--- config.mk ---
export PLATFORM = sky130hd
export DESIGN_NAME = updown_button_ctrl
export DESIGN_NICKNAME = d
export VERILOG_FILES = /design/src/rtl/updown_button_ctrl.sv
export SDC_FILE = /design/constraint.sdc
export NUM_CORES = 1
export LEC_CHECK = 0
export ABC_AREA = 1
export CAP_MARGIN = 25
export CORE_MARGIN = 2
export CORE_UTILIZATION = 50
export CTS_CLUSTER_DIAMETER = 150
export DETAILED_ROUTE_END_ITERATION = 8
export PLACE_DENSITY_LB_ADDON = 0.2
export SYNTH_ARGS = -nofsm -noshare
export SYNTH_HDL_FRONTEND = slang
export SYNTH_SLANG_ARGS = --single-unit
--- constraint.sdc ---
create_clock -name clk -period 3.4 [get_ports clk]
set_input_delay 0.68 -clock clk [delete_from_list [all_inputs] [get_ports clk]]
set_output_delay 0.68 -clock clk [all_outputs]
set_load 0.01 [all_outputs]
--- src/rtl/updown_button_ctrl.sv ---
`default_nettype none
// ============================================================================
// Module      : updown_button_ctrl
// Description : Button front-end for the BCD up/down counter. Synchronises
//               and debounces a direction button and a step button, toggles
//               the direction select on each dir press and emits one-cycle
//               count-enable pulses on each step press.
//
//   Ports:
//     clk           in   rising-edge clock
//     rst_n         in   synchronous reset, active-low
//     btn_dir_raw   in   raw bouncy direction button (1 = pressed)
//     btn_step_raw  in   raw bouncy step button (1 = pressed)
//     sel           out  direction to counter (1 = up, 0 = down)
//     step          out  one-cycle count-enable pulse
//     dir_changed   out  one-cycle pulse, coincident with sel's new value
//     btn_step_db   out  debounced step-button level
//
//   Build option:
//     AUTO_REPEAT_EN  when defined, a held step button auto-repeats after
//                     REPEAT_DELAY cycles, then every REPEAT_RATE cycles.
//
// Revision    : 1.0  initial release
// ============================================================================
module updown_button_ctrl #(
    parameter int DEBOUNCE_CYCLES = 16,
    parameter int REPEAT_DELAY    = 64,
    parameter int REPEAT_RATE     = 16
) (
    input  logic clk,
    input  logic rst_n,
    input  logic btn_dir_raw,
    input  logic btn_step_raw,
    output logic sel,
    output logic step,
    output logic dir_changed,
    output logic btn_step_db
);

    localparam int                c_DB_W    = $clog2(DEBOUNCE_CYCLES + 1);
    localparam logic [c_DB_W-1:0] c_DB_LAST = c_DB_W'(DEBOUNCE_CYCLES - 1);

    // Illegal overrides leave this marker block in the elaborated hierarchy.
    if (DEBOUNCE_CYCLES < 2 || REPEAT_DELAY < 1 || REPEAT_RATE < 1) begin : g_bad_params
    end

    logic [1:0] w_raw;      // [0] = dir, [1] = step
    logic [1:0] w_db;
    logic       w_dir_db;
    logic       w_step_db;
    logic       w_dir_rise;
    logic       w_step_rise;
    logic       w_step_req;
    logic       w_fire;
    logic       w_defer;

    logic       r_dir_db_d;
    logic       r_step_db_d;
    logic       r_step_pend;

    assign w_raw = {btn_step_raw, btn_dir_raw};

    // ------------------------------------------------------------------------
    // Per-button 2-flop synchroniser + debounce. A new level is accepted only
    // after DEBOUNCE_CYCLES consecutive cycles of disagreement with the
    // current stable level; any agreement restarts the count.
    // ------------------------------------------------------------------------
    for (genvar g = 0; g < 2; g++) begin : g_debounce
        logic              r_sync1;
        logic              r_sync2;
        logic              r_stable;
        logic [c_DB_W-1:0] r_cnt;

        always_ff @(posedge clk) begin
            if (!rst_n) begin
                r_sync1  <= 1'b0;
                r_sync2  <= 1'b0;
                r_stable <= 1'b0;
                r_cnt    <= '0;
            end else begin
                r_sync1 <= w_raw[g];
                r_sync2 <= r_sync1;
                if (r_sync2 == r_stable) begin
                    r_cnt <= '0;
                end else if (r_cnt == c_DB_LAST) begin
                    r_stable <= r_sync2;
                    r_cnt    <= '0;
                end else begin
                    r_cnt <= r_cnt + 1'b1;
                end
            end
        end

        assign w_db[g] = r_stable;
    end

    assign w_dir_db    = w_db[0];
    assign w_step_db   = w_db[1];
    assign btn_step_db = w_step_db;

    assign w_dir_rise  = w_dir_db  & ~r_dir_db_d;
    assign w_step_rise = w_step_db & ~r_step_db_d;

    // A step request (fresh or previously deferred) that collides with a
    // direction change is held one cycle so the counter steps in the new
    // direction. Dropping the button cancels anything still pending.
    assign w_fire  = (w_step_req | r_step_pend) & ~w_dir_rise & w_step_db;
    assign w_defer = (w_step_req | r_step_pend) &  w_dir_rise & w_step_db;

`ifdef AUTO_REPEAT_EN
    localparam int c_REP_MAX = (REPEAT_DELAY > REPEAT_RATE) ? REPEAT_DELAY : REPEAT_RATE;
    localparam int c_RP_W    = $clog2(c_REP_MAX + 1);
    localparam logic [c_RP_W-1:0] c_RP_DELAY = c_RP_W'(REPEAT_DELAY);
    localparam logic [c_RP_W-1:0] c_RP_RATE  = c_RP_W'(REPEAT_RATE);

    logic              r_rep_active;   // at least one pulse issued this press
    logic              r_rep_first;    // next repeat uses the initial delay
    logic [c_RP_W-1:0] r_rep_cnt;      // cycles since last issued pulse
    logic [c_RP_W-1:0] w_rep_target;
    logic              w_rep_due;

    assign w_rep_target = r_rep_first ? c_RP_DELAY : c_RP_RATE;
    assign w_rep_due    = r_rep_active & (r_rep_cnt == w_rep_target);
    assign w_step_req   = w_step_rise | w_rep_due;

    // The counter restarts from each pulse actually issued, so a deferred
    // pulse shifts all later repeats. It holds at the target while deferred.
    always_ff @(posedge clk) begin
        if (!rst_n) begin
            r_rep_active <= 1'b0;
            r_rep_first  <= 1'b0;
            r_rep_cnt    <= '0;
        end else if (!w_step_db) begin
            r_rep_active <= 1'b0;
            r_rep_first  <= 1'b0;
            r_rep_cnt    <= '0;
        end else if (w_fire) begin
            r_rep_active <= 1'b1;
            r_rep_first  <= ~r_rep_active;
            r_rep_cnt    <= c_RP_W'(1);
        end else if (r_rep_active && (r_rep_cnt != w_rep_target)) begin
            r_rep_cnt <= r_rep_cnt + 1'b1;
        end
    end
`else
    assign w_step_req = w_step_rise;
`endif

    // ------------------------------------------------------------------------
    // Registered edge detect and output generation.
    // ------------------------------------------------------------------------
    always_ff @(posedge clk) begin
        if (!rst_n) begin
            sel         <= 1'b1;
            step        <= 1'b0;
            dir_changed <= 1'b0;
            r_dir_db_d  <= 1'b0;
            r_step_db_d <= 1'b0;
            r_step_pend <= 1'b0;
        end else begin
            r_dir_db_d  <= w_dir_db;
            r_step_db_d <= w_step_db;
            dir_changed <= w_dir_rise;
            if (w_dir_rise) begin
                sel <= ~sel;
            end
            step        <= w_fire;
            r_step_pend <= w_defer;
        end
    end

endmodule
`default_nettype wire

# Word level (Yosys, flattened, before mapping)
# Cells that the tools add are included.
[op_classes]
bitwise = 14
div = 0
magnitude_cmp = 0
reduce_logical = 4
n_mux = 0
multipliers = 0
shift = 0
addsub = 2
n_eq_ne = 4
[ops]
columns = ["operator", "count"]
rows = [
  ["$add A5 B1 Y5 const B", 2],
  ["$eq A5 B4 Y1 const B", 2],
  ["$not A1 Y1", 7],
  ["$and A1 B1 Y1", 6],
  ["$reduce_or A3 Y1", 2],
  ["$reduce_and A2 Y1", 2],
  ["$eq A1 B1 Y1", 2],
  ["$or A1 B1 Y1", 1],
]
[word_totals]
elab_cells = 38
latch_bits = 0
output_inout_bits = 4
ramBits = 0
regBits = 22
n_memories = 0
rom_bits = 0
in_bits = 4

# Logic depth before layout (Yosys ltp)
[logic_depth]
depth_word = 5
mapped_depth = 7

# Worst setup path after synthesis
# Ideal clock, no wire load.
[synth_path]
path_kind = "flip-flop to flip-flop"
from = "register g_debounce[0].r_cnt[0]"
to = "register g_debounce[0].r_cnt[3]"
stages_incl_launch_ff = 8
synth_period_minus_slack_ps = 1189
path_buffers = 0
path_slack_ps = 2211
t_arrival_ps = 1123
cell_sequence = "dfxtp_1 ha_1 nand2_1 nor2_1 ha_1 nor2_2 nand3_2 a21oi_2"
[synth_via]
elab_chain_len = 2
elab_cells_between_ends = 3
[synth_lines]
columns = ["item", "line_no", "rtl"]
rows = [
  ["start, declared", "72", "logic [c_DB_W-1:0] r_cnt;"],
  ["start signal, assigned", "89", "r_cnt <= r_cnt + 1'b1;"],
  ["branches (longest 2 deep; another with $add A5 B1 Y5)", "-", ""],
]
# Several ways; the timed one is not identified.
# A chain may end at the register's enable or synchronous reset.

# Worst setup path after layout
[layout_path]
from = "register g_debounce[1].r_stable, in the netlist btn_step_db"
to = "output btn_step_db"
[layout_rtl]
columns = ["item", "line_no", "rtl"]
rows = [
  ["start, declared", "71", "logic r_stable;"],
  ["start signal, assigned", "86", "r_stable <= r_sync2;"],
  ["end, declared", "37", "output logic btn_step_db"],
]
# No word-level cell between the ends.

==> results.md <==
* Outcome: completed
* Clock Sink Count at 22
* Die area at 0.00195 mm²
* Syn. warnings at 0
* Regs by FF count: g_debounce.r_cnt (10), g_debounce.r_sync1 (2), g_debounce.r_sync2 (2)
* Top_reg_cell synth: dfxtp_1
* Number of cells on the critical path at 1
* CTS tree: done
* Worst r2r src: g_debounce[0].r_cnt[0]
* GRT Total Usage at 12.3%
* Final nets at 114
* Worst stage delay on the critical path at 0.57 ns
* Critical Path Start: btn_step_db
* Syn avg cell area at 8.51 µm²
* Post-Syn Instances at 95
* Final Setup Violations at 0
* Detail Placement HPWL at 785 µm
* # hold bufs at CTS at 0
* Hold endpoint: dir_changed
* Largest Register: g_debounce.r_cnt
* Period minus WS final at 1.97 ns
* Max-cap violations at 0
* Setup WS post-layout at 1.43 ns
* Gr ovfl total at 0
* Die X at 44.2 µm
* WHS Path Cells at 1
* Skew-Pair Late Insertion Delay at 0.29 ns
* Slew Limit Fails at 0
* Antenna viol nets, final at 0
* DR iter-0 viols at 17
* Synth top area cells: dfxtp_1 (54%), inv_1 (8.4%), nor2_1 (7.4%), nand2_1 (7.0%), ha_1 (6.2%)
* Share of the synthesized area in the top cell type at 54.5%
* Top delay family on crit path: buffers and inverters
* Worst min-delay path startpoint: r_dir_db_d
* Routed wire length at 1030 µm
* Routed vias at 545
* FFs w/ async S/R, synth at 0%
* Placer Congestion at 0.738
* Core area at 0.00151 mm²
* CTS Buf Count at 3
* Worst Tran Pin Value at 0.370 ns
* Vias in the first global route at 435
* Synthesized area at 808 µm²
* Antenna cell count at 0
* Syn nets at 103
* Initial Utilization at 53.7%
* Slew margin rel. at 75.3%
* Clock Path Buffers at 2
* Drt first pass iters at 3
* Worst EP arrival at 1.29 ns
* H-tree level count at 1
* WL/cell at 8.54 µm
* Leakage Power at 0.000405 µW
* Final Cycle Share at 57.9%
* Pin count of the biggest net entering global routing at 12
* Post-synth cell types at 17
* I/O pin total at 8
* Count of flip-flops with a built-in enable after synthesis at 0
* Die Y at 44.2 µm
* Worst Skew at 0.00549 ns
* FF+latch count, synth at 22
* Post-synth top cells: dfxtp_1 (22), inv_1 (18), nor2_1 (16)
* Setup TNS at 0 ns
* Final Hold Vio Count at 0
* Crit path max fanout at 5
* Crit-path cells: clkdlybuf4s50_1
* FILL cells at 152
* Maximum VDD drop at 0.333 mV
* Sequential-to-total area share from yosys stat at 54.5%
* Startpoint type of the worst setup path: flop
* Via density at 4.54
* First-pass GRT wire length at 1710 µm
* DRC at 0
* HP Class: flop to flop
* Critical path data required time at 2.72 ns
* FF-to-FF path depth at 7
* Min Hold Slack at 0.417 ns
* Max reg flops at 10
* Most frequent cell after synthesis: dfxtp_1
* F_max at 0.508 GHz
* R2R Setup Slk at 2.09 ns
* Area growth syn-to-layout at 12.5%
* Synth area leader: dfxtp_1
* Slowest-stage cell, CP: clkdlybuf4s50_1
* Layout cells sized above 1 at 9.62%
* Setup WS pre-CTS at 1.55 ns
* Rows at 14
* Port Buffers at 7
* Reg clk slew, reported paths at 0.11 ns
* CP endpoint kind: primary output
* Worst Path Buf+Inv at 1
* Post-CTS Setup Repair Bufs at 0
* Post-CTS sizing at 0
* Reg2reg end: g_debounce[0].r_cnt[0]
* Clock root buffer: clkbuf_4
* Critical path class: flop to primary output
* RSZ-0062 raised after global routing: false
* Initial antenna violation count at 0
* Power Density at 419 mW/mm²
[cell usage in the layout (no fill, tap or decap), types with 3 or more instances in the layout]
cell,count
nand3_1,3
inv_1,18
clkbuf_4,3
ha_1,4
clkdlybuf4s50_1,7
nand2_1,15
nor2_1,16
dfxtp_1,22
[per-layer routing]
layer  wire length (µm)  global-route usage [%]  part of all wire, %
met1                525                    16.5                   51
met2                430                    16.5                   42
met3                 50                    6.12                  4.9
met4                 19                    5.45                  1.9
met5                  0                       0                    0
[power breakdown]
group / internal (µW) / leakage (µW) / switching (µW)
registers: 261 / 0.000178 / 1.65
logic: 5.56 / 0.000213 / 6.15
clock network: 41.1 / 0.0000138 / 65.7
[cell type report]
type / count / area (µm²) / share of cell area (%)
Clock buffer: 3 / 22.5 / 2.48
Inverter: 19 / 73.8 / 8.12
Multi-Input combinational cell: 53 / 283 / 31.1
Sequential cell: 22 / 440 / 48.4
Tap cell: 16 / 20.0 / 2.20
Timing Repair Buffer: 7 / 70.1 / 7.70
[through the flow]
step	area (µm²)	power [µW]	instances	util, %
2_1_floorplan	808	276	95	-
3_3_place_gp	887	280	117	58.9
3_5_place_dp	887	280	117	58.9
4_1_cts	910	387	120	60.4
5_1_grt	910	399	120	60.4
6_report	910	381	120	60.4
[cell families after synthesis]
group	count (synthesis)	synth area share, %
AO/OA/AOI/OAI	7	5.26
XOR/XNOR	2	2.17
adder cells (fa/ha/maj)	4	6.19
buffers and inverters	20	10.5
flip-flops	22	54.5
AND/OR/NAND/NOR	40	21.4
[worst max path at each step]
stage               slack, ns                endpoint
floorplan                2.21  g_debounce[0].r_cnt[3]
global placement         1.59  g_debounce[0].r_cnt[3]
detailed placement       1.55  g_debounce[0].r_cnt[3]
CTS                      1.42             btn_step_db
global route             1.37             btn_step_db
finish                   1.43             btn_step_db
No activity file was read; power rests on OpenSTA's default activity.
